--- src/rtl/seq_equality_comparator.sv ---
// seq_equality_comparator
//   Multi-cycle equality comparator for WIDTH-bit operands. A and B are
//   captured on an accepted START, then compared one CHUNK-bit slice per
//   clock, lowest slice first. The result (EQ, index of the lowest
//   mismatching slice) is registered on entry to FIN, where DONE pulses.
//
//   Optional build macro: EQ_CMP_EARLY_EXIT_EN
//     defined   -> the compare ends on the first mismatching slice
//     undefined -> all slices are always compared (fixed latency)
//   The reported EQ / MISMATCH_IDX are identical in both builds.
//
//   state | meaning
//   ------+-------------------------------------------------------------
//   IDLE  | waiting for START; last result held on EQ / MISMATCH_IDX
//   CMP   | comparing slice idx; BUSY=1; START ignored
//   FIN   | one cycle; DONE=1; START here begins the next compare at once

module seq_equality_comparator #(
    parameter int WIDTH = 16,
    parameter int CHUNK = 4,
    parameter int IDXW  = 2
) (
    input  logic             CLK,
    input  logic             RESET,
    input  logic             START,
    input  logic [WIDTH-1:0] A,
    input  logic [WIDTH-1:0] B,
    output logic             BUSY,
    output logic             DONE,
    output logic             EQ,
    output logic [IDXW-1:0]  MISMATCH_IDX
);

    localparam int NCHUNK = WIDTH / CHUNK;
    localparam logic [IDXW-1:0] LAST_IDX = IDXW'(NCHUNK - 1);

    typedef enum logic [1:0] {
        ST_IDLE = 2'd0,
        ST_CMP  = 2'd1,
        ST_FIN  = 2'd2
    } state_t;

    state_t            state_q, state_d;
    logic [IDXW-1:0]   idx_q, idx_d;
    logic              eq_acc_q, eq_acc_d;
    logic [IDXW-1:0]   first_idx_q, first_idx_d;
    logic [WIDTH-1:0]  a_q, a_d;
    logic [WIDTH-1:0]  b_q, b_d;
    logic              eq_q, eq_d;
    logic [IDXW-1:0]   mismatch_idx_q, mismatch_idx_d;

    logic [CHUNK-1:0]  slice_diff;
    logic              slice_eq;
    logic              first_miss;
    logic              eq_final;
    logic [IDXW-1:0]   idx_final;
    logic              cmp_last;

    // Select the XOR of the slice currently addressed by idx_q. Indices at or
    // beyond NCHUNK are unreachable because the compare stops at LAST_IDX.
    always_comb begin
        slice_diff = '0;
        for (int i = 0; i < NCHUNK; i++) begin
            if (idx_q == IDXW'(i)) begin
                slice_diff = a_q[i*CHUNK +: CHUNK] ^ b_q[i*CHUNK +: CHUNK];
            end
        end
    end

    // Per-slice compare outcome and the result that FIN would publish.
    always_comb begin
        slice_eq   = ~|slice_diff;
        first_miss = eq_acc_q & ~slice_eq;
        eq_final   = eq_acc_q & slice_eq;
        // The lowest mismatch wins: either this slice (first failure) or the
        // one already recorded by an earlier slice.
        idx_final  = first_miss ? idx_q : first_idx_q;
`ifdef EQ_CMP_EARLY_EXIT_EN
        cmp_last   = (idx_q == LAST_IDX) | first_miss;
`else
        cmp_last   = (idx_q == LAST_IDX);
`endif
    end

    // Next-state and datapath updates; every *_d defaults to hold.
    always_comb begin
        state_d        = state_q;
        idx_d          = idx_q;
        eq_acc_d       = eq_acc_q;
        first_idx_d    = first_idx_q;
        a_d            = a_q;
        b_d            = b_q;
        eq_d           = eq_q;
        mismatch_idx_d = mismatch_idx_q;

        case (state_q)
            ST_IDLE, ST_FIN: begin
                if (START) begin
                    a_d         = A;
                    b_d         = B;
                    idx_d       = '0;
                    eq_acc_d    = 1'b1;
                    first_idx_d = '0;
                    state_d     = ST_CMP;
                end else begin
                    state_d     = ST_IDLE;
                end
            end

            ST_CMP: begin
                if (first_miss) begin
                    eq_acc_d    = 1'b0;
                    first_idx_d = idx_q;
                end
                if (cmp_last) begin
                    // Results only change here, so they stay stable from one
                    // FIN until the next compare reaches its FIN.
                    eq_d           = eq_final;
                    mismatch_idx_d = eq_final ? '0 : idx_final;
                    state_d        = ST_FIN;
                end else begin
                    idx_d          = idx_q + IDXW'(1);
                end
            end

            default: begin
                state_d = ST_IDLE;
            end
        endcase
    end

    // State and datapath registers; reset aborts any compare in flight.
    always_ff @(posedge CLK or posedge RESET) begin
        if (RESET) begin
            state_q        <= ST_IDLE;
            idx_q          <= '0;
            eq_acc_q       <= 1'b0;
            first_idx_q    <= '0;
            a_q            <= '0;
            b_q            <= '0;
            eq_q           <= 1'b0;
            mismatch_idx_q <= '0;
        end else begin
            state_q        <= state_d;
            idx_q          <= idx_d;
            eq_acc_q       <= eq_acc_d;
            first_idx_q    <= first_idx_d;
            a_q            <= a_d;
            b_q            <= b_d;
            eq_q           <= eq_d;
            mismatch_idx_q <= mismatch_idx_d;
        end
    end

    // Handshake outputs decode straight from the state register.
    always_comb begin
        BUSY         = (state_q == ST_CMP);
        DONE         = (state_q == ST_FIN);
        EQ           = eq_q;
        MISMATCH_IDX = mismatch_idx_q;
    end

endmodule

--- config.mk ---
export PLATFORM = sky130hd
export DESIGN_NAME = seq_equality_comparator
export DESIGN_NICKNAME = d
export VERILOG_FILES = /design/src/rtl/seq_equality_comparator.sv
export SDC_FILE = /design/constraint.sdc
export NUM_CORES = 1
export LEC_CHECK = 0
export ABC_AREA = 1
export CAP_MARGIN = 20
export CORE_MARGIN = 2
export CORE_UTILIZATION = 45
export CTS_BUF_LIST = sky130_fd_sc_hd__clkbuf_8
export DETAILED_ROUTE_END_ITERATION = 8
export GPL_ROUTABILITY_DRIVEN = 0
export HOLD_SLACK_MARGIN = 0.1
export PLACE_DENSITY = 0.71
export SLEW_MARGIN = 10
export SYNTH_ARGS = -nofsm -noshare
export SYNTH_HDL_FRONTEND = slang
export SYNTH_SLANG_ARGS = --single-unit
--- constraint.sdc ---
create_clock -name CLK -period 1.6 [get_ports CLK]
set_input_delay 0.24 -clock CLK [delete_from_list [all_inputs] [get_ports CLK]]
set_output_delay 0.24 -clock CLK [all_outputs]
set_load 0.05 [all_outputs]
After elaboration in Yosys (flattened, before gate mapping). Cells that the tools add are included.

Output and inout port bits: 5. Bits of input ports: 35. Logic and storage cells: 51. Register bits after elaboration: 42.

$add $sub $neg: 1. Eq/ne operators: 9. Mux-type cells: 16. Reductions and logical operators: 11. Bitwise operators: 6.

Operator list (number): 4-bit 2-to-1 mux (4); 4-bit bitwise XOR (4); 2-bit case mux with 2 select lines (3); 2-bit 2-to-1 mux (5); 2-bit == test, second input constant (3); 2-bit AND reduction (3); 3-bit AND reduction (2); 2-bit by 1-bit == test with 1-bit output, second input constant (2); 2-bit logical NOT (2); 2-bit by 1-bit != test with 1-bit output, second input constant (2); 2-bit != test, second input constant (2); 4-bit OR reduction (1); 1-bit 2-to-1 mux (3); 2-bit by 1-bit adder with 2-bit output, second input constant (1); 1-bit AND (2); 1-bit case mux with 2 select lines (1); 2-bit nonzero test (1); 2-bit OR reduction (1); 1-bit logical NOT (1).

Logic depth before layout (Yosys ltp). Gate-level depths: netlist (run 1).

Depth after elaboration: 9. Depth in mapped cells: 14. Gate-level depth less buffers: 14.

Worst setup path before layout (run 1). Ideal clock, no wire load.

Kind: register -> register. Start point: reg idx_q[1]. End point: reg first_idx_q[0]. Library setup time: 0.117 ns. Period minus slack after synthesis: 1.373 ns. Buffers on the path: 0. Data required time: 1.483 ns. Path slack: 0.227 ns. Data arrival time: 1.256 ns. Stages on the path, launching flop included: 14. Cell sequence: dfrtp_1 > inv_1 > ha_1 > inv_2 > nor2_1 > nand3_1 > nand2_1 > inv_2 > nand2_1 > nand2_2 > nand4_1 > nand2_1 > nand2_1 > nand2_1.

Cells in the longest elaborated chain, start to end: 9. Elaborated cells between the ends (all ways): 12. Classes of those cells: eq/ne (3); mux (6); bitwise (1); reduce/logical (2).

RTL lines: from (decl) (RTL line 44) `logic [IDXW-1:0] idx_q, idx_d;`; from (signal assigned) (RTL line 145) `idx_q <= idx_d;`; 2-bit logical NOT (RTL line 64) `if (idx_q == IDXW'(i)) begin`; 4-bit 2-to-1 mux (3 in series) (RTL line 64); 4-bit 2-to-1 mux (*) (RTL line 64); 4-bit OR reduction (*) (RTL line 72) `slice_eq = ~|slice_diff;`; 1-bit AND (*) (RTL line 73) `first_miss = eq_acc_q & ~slice_eq;`; 2-bit 2-to-1 mux (*); 2-bit case mux with 2 select lines (*); to (signal assigned) (RTL line 147) `first_idx_q <= first_idx_d;`; to (decl) (RTL line 46) `logic [IDXW-1:0] first_idx_q, first_idx_d;`.

Every way passes the cells marked *; elsewhere a longest branch is shown, timed or not. A chain may end at the register's enable or synchronous reset.

Final worst setup path (run 1).
Start point: reg idx_q[1]. End point: reg mismatch_idx_q[1] (netlist: MISMATCH_IDX[1]).

Cells in the longest elaborated chain, start to end: 9. Elaborated cells between the ends (all ways): 15. Classes of those cells: eq/ne (3); mux (6); bitwise (2); reduce/logical (4).

RTL lines: 2-bit logical NOT (RTL line 64); 4-bit 2-to-1 mux (4 in series) (RTL line 64); 4-bit OR reduction (RTL line 72); 1-bit AND / 1-bit logical NOT (equally long branches) (RTL line 73, 72); 2-bit 2-to-1 mux / 1-bit AND (equally long branches); 2-bit 2-to-1 mux (RTL line 119) `mismatch_idx_d = eq_final ? '0 : idx_final;`; to (signal assigned) (RTL line 151) `mismatch_idx_q <= mismatch_idx_d;`; to (decl) (RTL line 50) `logic [IDXW-1:0] mismatch_idx_q, mismatch_idx_d;`.

Several ways; a longest one is shown, not always the timed one.

==> qor.yml, run 1 <==
p_per_area_nw_per_um2: 1850
hp-class: "primary input to async pin"
cts_max_path_buffers: 2
finalSetupViolCount: 0
setup_tns_ns: 0
synth_xor_area_share_pct: 1.31
die_x_um: 70.8
antenna_found_initial: 0
cts_sinks: 42
cts_root_buf: "clkbuf_8"
grt_max_degree: 43
vias_per_cell: 4.62
fin_crit_ns: 1.51
grt_use_met3_pct: 4.42
synthTopCellsByArea: "dfrtp_1 52%, nand2_1 21%, inv_1 4.3%, nor2_1 3.9%, o21ai_0 3.2%"
max_slew_margin_pct: 82.6
htreeDepth: 2
antenna_cells: 0
met2_usage_pct: 27.7
maxCapViolCount: 0
die_area_um2: 5010
synth_compound_area_share_pct: 6.48
hold_viol: 0
multi_input_area_um2: 830
dp_hpwl_um: 2600
mostFrequentLayoutCells: "114 x nand2_1, 41 x dfrtp_1, 34 x clkdlybuf4s50_1"
port_buffers: 39
grt_usage_pct: 16.5
path_clk_slew_ns: 0.08
total_power_mw: 4.91
grt_overflow: 0
pin_count: 40
grt_pass1_vias: 1585
grt_pass1_wl_um: 6490
fillers: 390
cp.arrival_ns: 1.71
dr.pass1.iters: 4
synth_top_area_share_pct: 52.3
synth_top_family_by_area: "simple AND/OR/NAND/NOR gates"
clk_latency_ns: 0.30
yosys.area_share.simple_pct: 29.8
finalCritPeriodShare_pct: 94.3
final_nets: 341
layout_commonest_cell: "nand2_1"
peakVddDrop_mv: 0.719
netlist_instances: 256
use_met1_pct: 20.1
synth_seq_cells: 42
std_cell_rows: 24
synth_cell_types: 22
numCtsBuffers: 5
crit_fanout: 4
crit_type: "register to register"
clock.fmax_ghz: 0.663
fin_skew_ns: 0.00942
synth_area_per_cell_um2: 7.84
synth-seq-area-share_pct: 52.3
cts_tree: "built"
start_util_pct: 46.4
initialDrtViolationCount: 128
synthesis.nets: 295
worst_slew_pin_slew_ns: 0.259
ant_nets: 0
crit_path_end_kind: "register"
startpoint_type: "register"
ys_warn_count: 0
drt-total-wl_um: 3720
dieHeight_um: 70.8
synth_area_leader_cell: "dfrtp_1"
synth.area.mux_share_pct: 0
fin_area_um2: 2660
regArea_um2: 1050
wire_per_inst_um: 10.5
syn_area_um2: 2010
worstPathRequired_ns: 1.80
dpl-instance-area_um2: 2500
drive_gt1_share_pct: 13.9
fin_ws_ns: 0.0909
slew_viol_final: 0
drc_errors: 0
ctsHoldBuffers: 0
post-route-util_pct: 61.5
pre_cts_ws_ns: 0.0813
leakage_nw: 1.36
vias: 1641
status: "completed"
core_region_area_um2: 4320
area_growth_pct: 32.5
synthAdderAreaFrac_pct: 2.49
grt.busiest_layer: "met2"
-- flip-flops by register name, indices dropped and copies added, names as in the netlist --
name / cells
b_q: 16
first_idx_q: 2
EQ: 1
eq_acc_q: 1
idx_q: 2
state_q: 2
a_q: 16
MISMATCH_IDX: 2
-- synthesized netlist by cell type --
cell type / number
nand4_1: 2
xnor2_1: 2
xor2_1: 1
inv_1: 23
o21ai_2: 1
inv_2: 7
nand3_2: 1
dlymetal6s2s_1: 1
o21ai_0: 13
nand3_1: 4
ha_1: 4
nor2_1: 21
buf_1: 1
nor2_4: 1
nand2_1: 115
nand2_2: 2
nand4_4: 1
dfrtp_1: 42
buf_2: 4
clkbuf_1: 1
a21oi_2: 3
o21ai_1: 6
-- report_power, final --
part / total (mW) / internal [mW] / switching (mW)
registers: 1.87 / 1.55 / 0.322
logic: 2.22 / 0.906 / 1.31
clock network: 0.823 / 0.459 / 0.364
-- logic make-up after synthesis --
logic type	Yosys count
AOI/OAI and AO/OA	23
DFF	42
adders and majority gates	4
buffers and inverters	37
and+or+nand+nor	147
xor gates and xnor gates	3
-- worst max-delay path, stage by stage (launching register included) --
cell,delay [ns]
dfrtp_1,0.41
buf_4,0.16
ha_1,0.22
inv_1,0.07
nand2_1,0.06
inv_2,0.05
nand2_2,0.05
nand2_4,0.08
nand3_2,0.07
nand2_1,0.07
nand2_1,0.06
nand2_1,0.06
nand2_1,0.05
-- what timing repair did --
item                                    in CTS  in global routing
endpoints found under the setup margin       0                  6
setup buffers                                0                  3
resized for setup                            0                  8
-- per-layer routing --
layer	up-vias	wire, µm
met1	722	1680
met3	9	203
met2	46	1790
li1	864	-
met5	-	0
met4	0	47
-- cell type report --
cell class | instances | share of cell area, %
timing repair buffer | 46 | 18.5
clock buffer | 5 | 2.59
multi-input combinational | 177 | 31.2
sequential | 42 | 39.5
clock inverter | 3 | 1.50
inverter | 30 | 4.23
tap | 52 | 2.44
-- metrics by stage --
stage	instances	hold slack, ns
6_report	355	0.284
5_1_grt	355	0.319
4_1_cts	352	0.289
3_5_place_dp	344	0.476
3_3_place_gp	344	0.475
2_1_floorplan	256	0.350
-- worst paths after layout --
check / startpoint / endpoint / slack (ns) / cells after the start
min in group CLK: A[10] / a_q[10] / 0.47 / 3
max: idx_q[1] / MISMATCH_IDX[1] / 0.09 / 12
min: RESET / b_q[10] / 0.28 / 3
max in group asynchronous: RESET / idx_q[0] / 1.09 / 3
max reg2reg: idx_q[1] / MISMATCH_IDX[1] / 0.09 / 12
min reg2reg: EQ / EQ / 0.49 / 2
(Power assumes the default switching activity.)
==> run 2, diff against run 1 <==
Settings changed: CELL_PAD_IN_SITES_DETAIL_PLACEMENT from default to 0, CELL_PAD_IN_SITES_GLOBAL_PLACEMENT from default to 1, CORE_UTILIZATION 45 to 39, CTS_BUF_LIST sky130_fd_sc_hd__clkbuf_8 to sky130_fd_sc_hd__clkbuf_2 sky130_fd_sc_hd__clkbuf_4 sky130_fd_sc_hd__clkbuf_8, PLACE_DENSITY 0.71 to default, PLACE_DENSITY_LB_ADDON from default to 0.1.
==> qor.yml, run 2 (synthesis results as in run 1) <==
layout_commonest_cell: "nand2_1"
std_cell_rows: 26  # +8.3%
core_region_area_um2: 5040  # +17%
post-route-util_pct: 52.7  # -8.8 points
worstPathRequired_ns: 1.83  # +0.03 ns
clock.fmax_ghz: 0.683  # +3.1%
cts_tree: "built"
die_area_um2: 5740  # +14%
leakage_nw: 1.35  # -1.0%
grt_max_degree: 43  # unchanged
numCtsBuffers: 5  # unchanged
initialDrtViolationCount: 73  # -43%
worst_slew_pin_slew_ns: 0.247  # -0.0127 ns
start_util_pct: 39.8  # -6.6 points
hp-class: "primary input to async pin"
ctsHoldBuffers: 0  # unchanged
slowest_stage: "dfrtp_2"
maxCapViolCount: 0  # unchanged
dpl-instance-area_um2: 2520  # +0.70%
mostFrequentLayoutCells: "111 x nand2_1, 41 x dfrtp_1, 34 x clkdlybuf4s50_1"
fillers: 504  # +29%
cts_sinks: 42  # unchanged
grt_usage_pct: 15.2  # -1.2 points
startpoint_type: "register"
htreeDepth: 2  # unchanged
max_slew_margin_pct: 83.4  # +0.85 points
top_layer_used: "met4"
cts_root_buf: "clkbuf_8"
crit_type: "register to register"
slew_viol_final: 0  # unchanged
path_clk_slew_ns: 0.08  # about the same
r2r_start: "idx_q[0]"
final_nets: 341  # unchanged
grt_pass1_wl_um: 6470  # -0.32%
drt-total-wl_um: 3780  # +1.5%
drive_gt1_share_pct: 14.2  # +0.38 points
antenna_cells: 0  # unchanged
vias: 1603  # -2.3%
finalCritPeriodShare_pct: 91.5  # -2.9 points
wl_met3_um: 126  # -38%
grt_overflow: 0  # unchanged
drc_errors: 0  # unchanged
ant_nets: 0  # unchanged
peakVddDrop_mv: 0.639  # -11%
fin_area_um2: 2660  # about the same
path_common_cell: "nand2_1"
crit_path_end_kind: "register"
crit_start: "idx_q[0]"
wire_per_inst_um: 10.2  # -3.1%
critical_path.cell_chain: "ha_1 > inv_1 > nor2_1 > nand4_4 > nand3_4 > nand2_2 > nand2_1 > nand2_1 > nand2_1"
area_growth_pct: 32.4  # about the same
crit_fanout: 4  # unchanged
die_x_um: 75.8  # +7.0%
holdWs_ns: 0.305  # +0.0211 ns
top_regs: "a_q (16), b_q (16)"
finalSetupViolCount: 0  # unchanged
cts_max_path_buffers: 2  # unchanged
dieHeight_um: 75.8  # +7.0%
p_per_area_nw_per_um2: 1780  # -3.7%
wl_met1_um: 1800  # +7.2%
vias_per_cell: 4.31  # -6.8%
cp.arrival_ns: 1.70  # about the same
met2_length_um: 1780  # -0.50%
clk_latency_ns: 0.29  # about the same
grt_pass1_vias: 1581  # -0.25%
status: "completed"
dr.pass1.iters: 3  # -1
pin_count: 40  # unchanged
fin_crit_ns: 1.46  # -0.0459 ns
antenna_found_initial: 0  # unchanged
hold_viol: 0  # unchanged
dp_hpwl_um: 2700  # +3.8%
port_buffers: 39  # unchanged
crit_path_max_incr_delay_ns: 0.42  # about the same
fin_skew_ns: 0.00924  # -0.000183 ns
-- run 2: changes by cell type in the layout (fill, tap and decap cells not counted), sizes merged --
cell,change
bufinv,-1
clkbuf,+2
clkinv,-2
-- run 2: worst paths after layout --
kind | to | slack [ns] | cells past startpoint
min in group CLK | a_q[11] | 0.48 | 3
max reg2reg | MISMATCH_IDX[0] | 0.14 | 9
min reg2reg | EQ | 0.49 | 2
max in group asynchronous | idx_q[0] | 1.06 | 3
max | MISMATCH_IDX[0] | 0.14 | 9
min | b_q[13] | 0.31 | 3
-- run 2: worst max-delay path: cells and delay by family, from the launching register on --
kind / cells / cell delay (ns)
buf+inv: 1 / 0.07
fa+ha+maj: 1 / 0.22
flops: 1 / 0.42
simple gates: 7 / 0.70
-- run 2: report_power, final --
group | switching, mW | internal, mW | leakage [nW]
clock network | 0.330 | 0.334 | 0.0452
logic | 1.29 | 0.893 | 0.783
registers | 0.329 | 1.55 | 0.521
total | 1.95 | 2.78 | 1.35
-- run 2: timing repair --
action,in CTS,in global routing
setup endpoints to repair,0,6
gates resized for setup,0,11
setup buffers,0,2
-- run 2: cell type report --
class	count	area, µm²	share of cell area, %
Inverter	30	113	4.24
Timing Repair Buffer	46	480	18.1
Sequential cell	42	1050	39.6
Multi-Input combinational cell	177	842	31.7
Tap cell	70	87.6	3.29
Clock buffer	7	83.8	3.15
-- run 2: stage by stage --
stage                     TNS, ns  total power [mW]  setup slack, ns  std cells
after floorplan                 0              3.39            0.227        256
after global routing      -0.0437              5.23          -0.0214        372
final                           0              4.73            0.137        372
after CTS                       0              4.66           0.0963        370
after detailed placement        0              3.97            0.109        363
after global placement          0              3.95            0.134        363
-- run 2: routing by layer --
| layer | GRT usage, % | vias up |
|---|---|---|
| met2 | 25.2 | 26 |
| li1 | - | 863 |
| met4 | 7.80 | 0 |
| met5 | 0 | - |
| met1 | 18.5 | 709 |
| met3 | 3.44 | 5 |
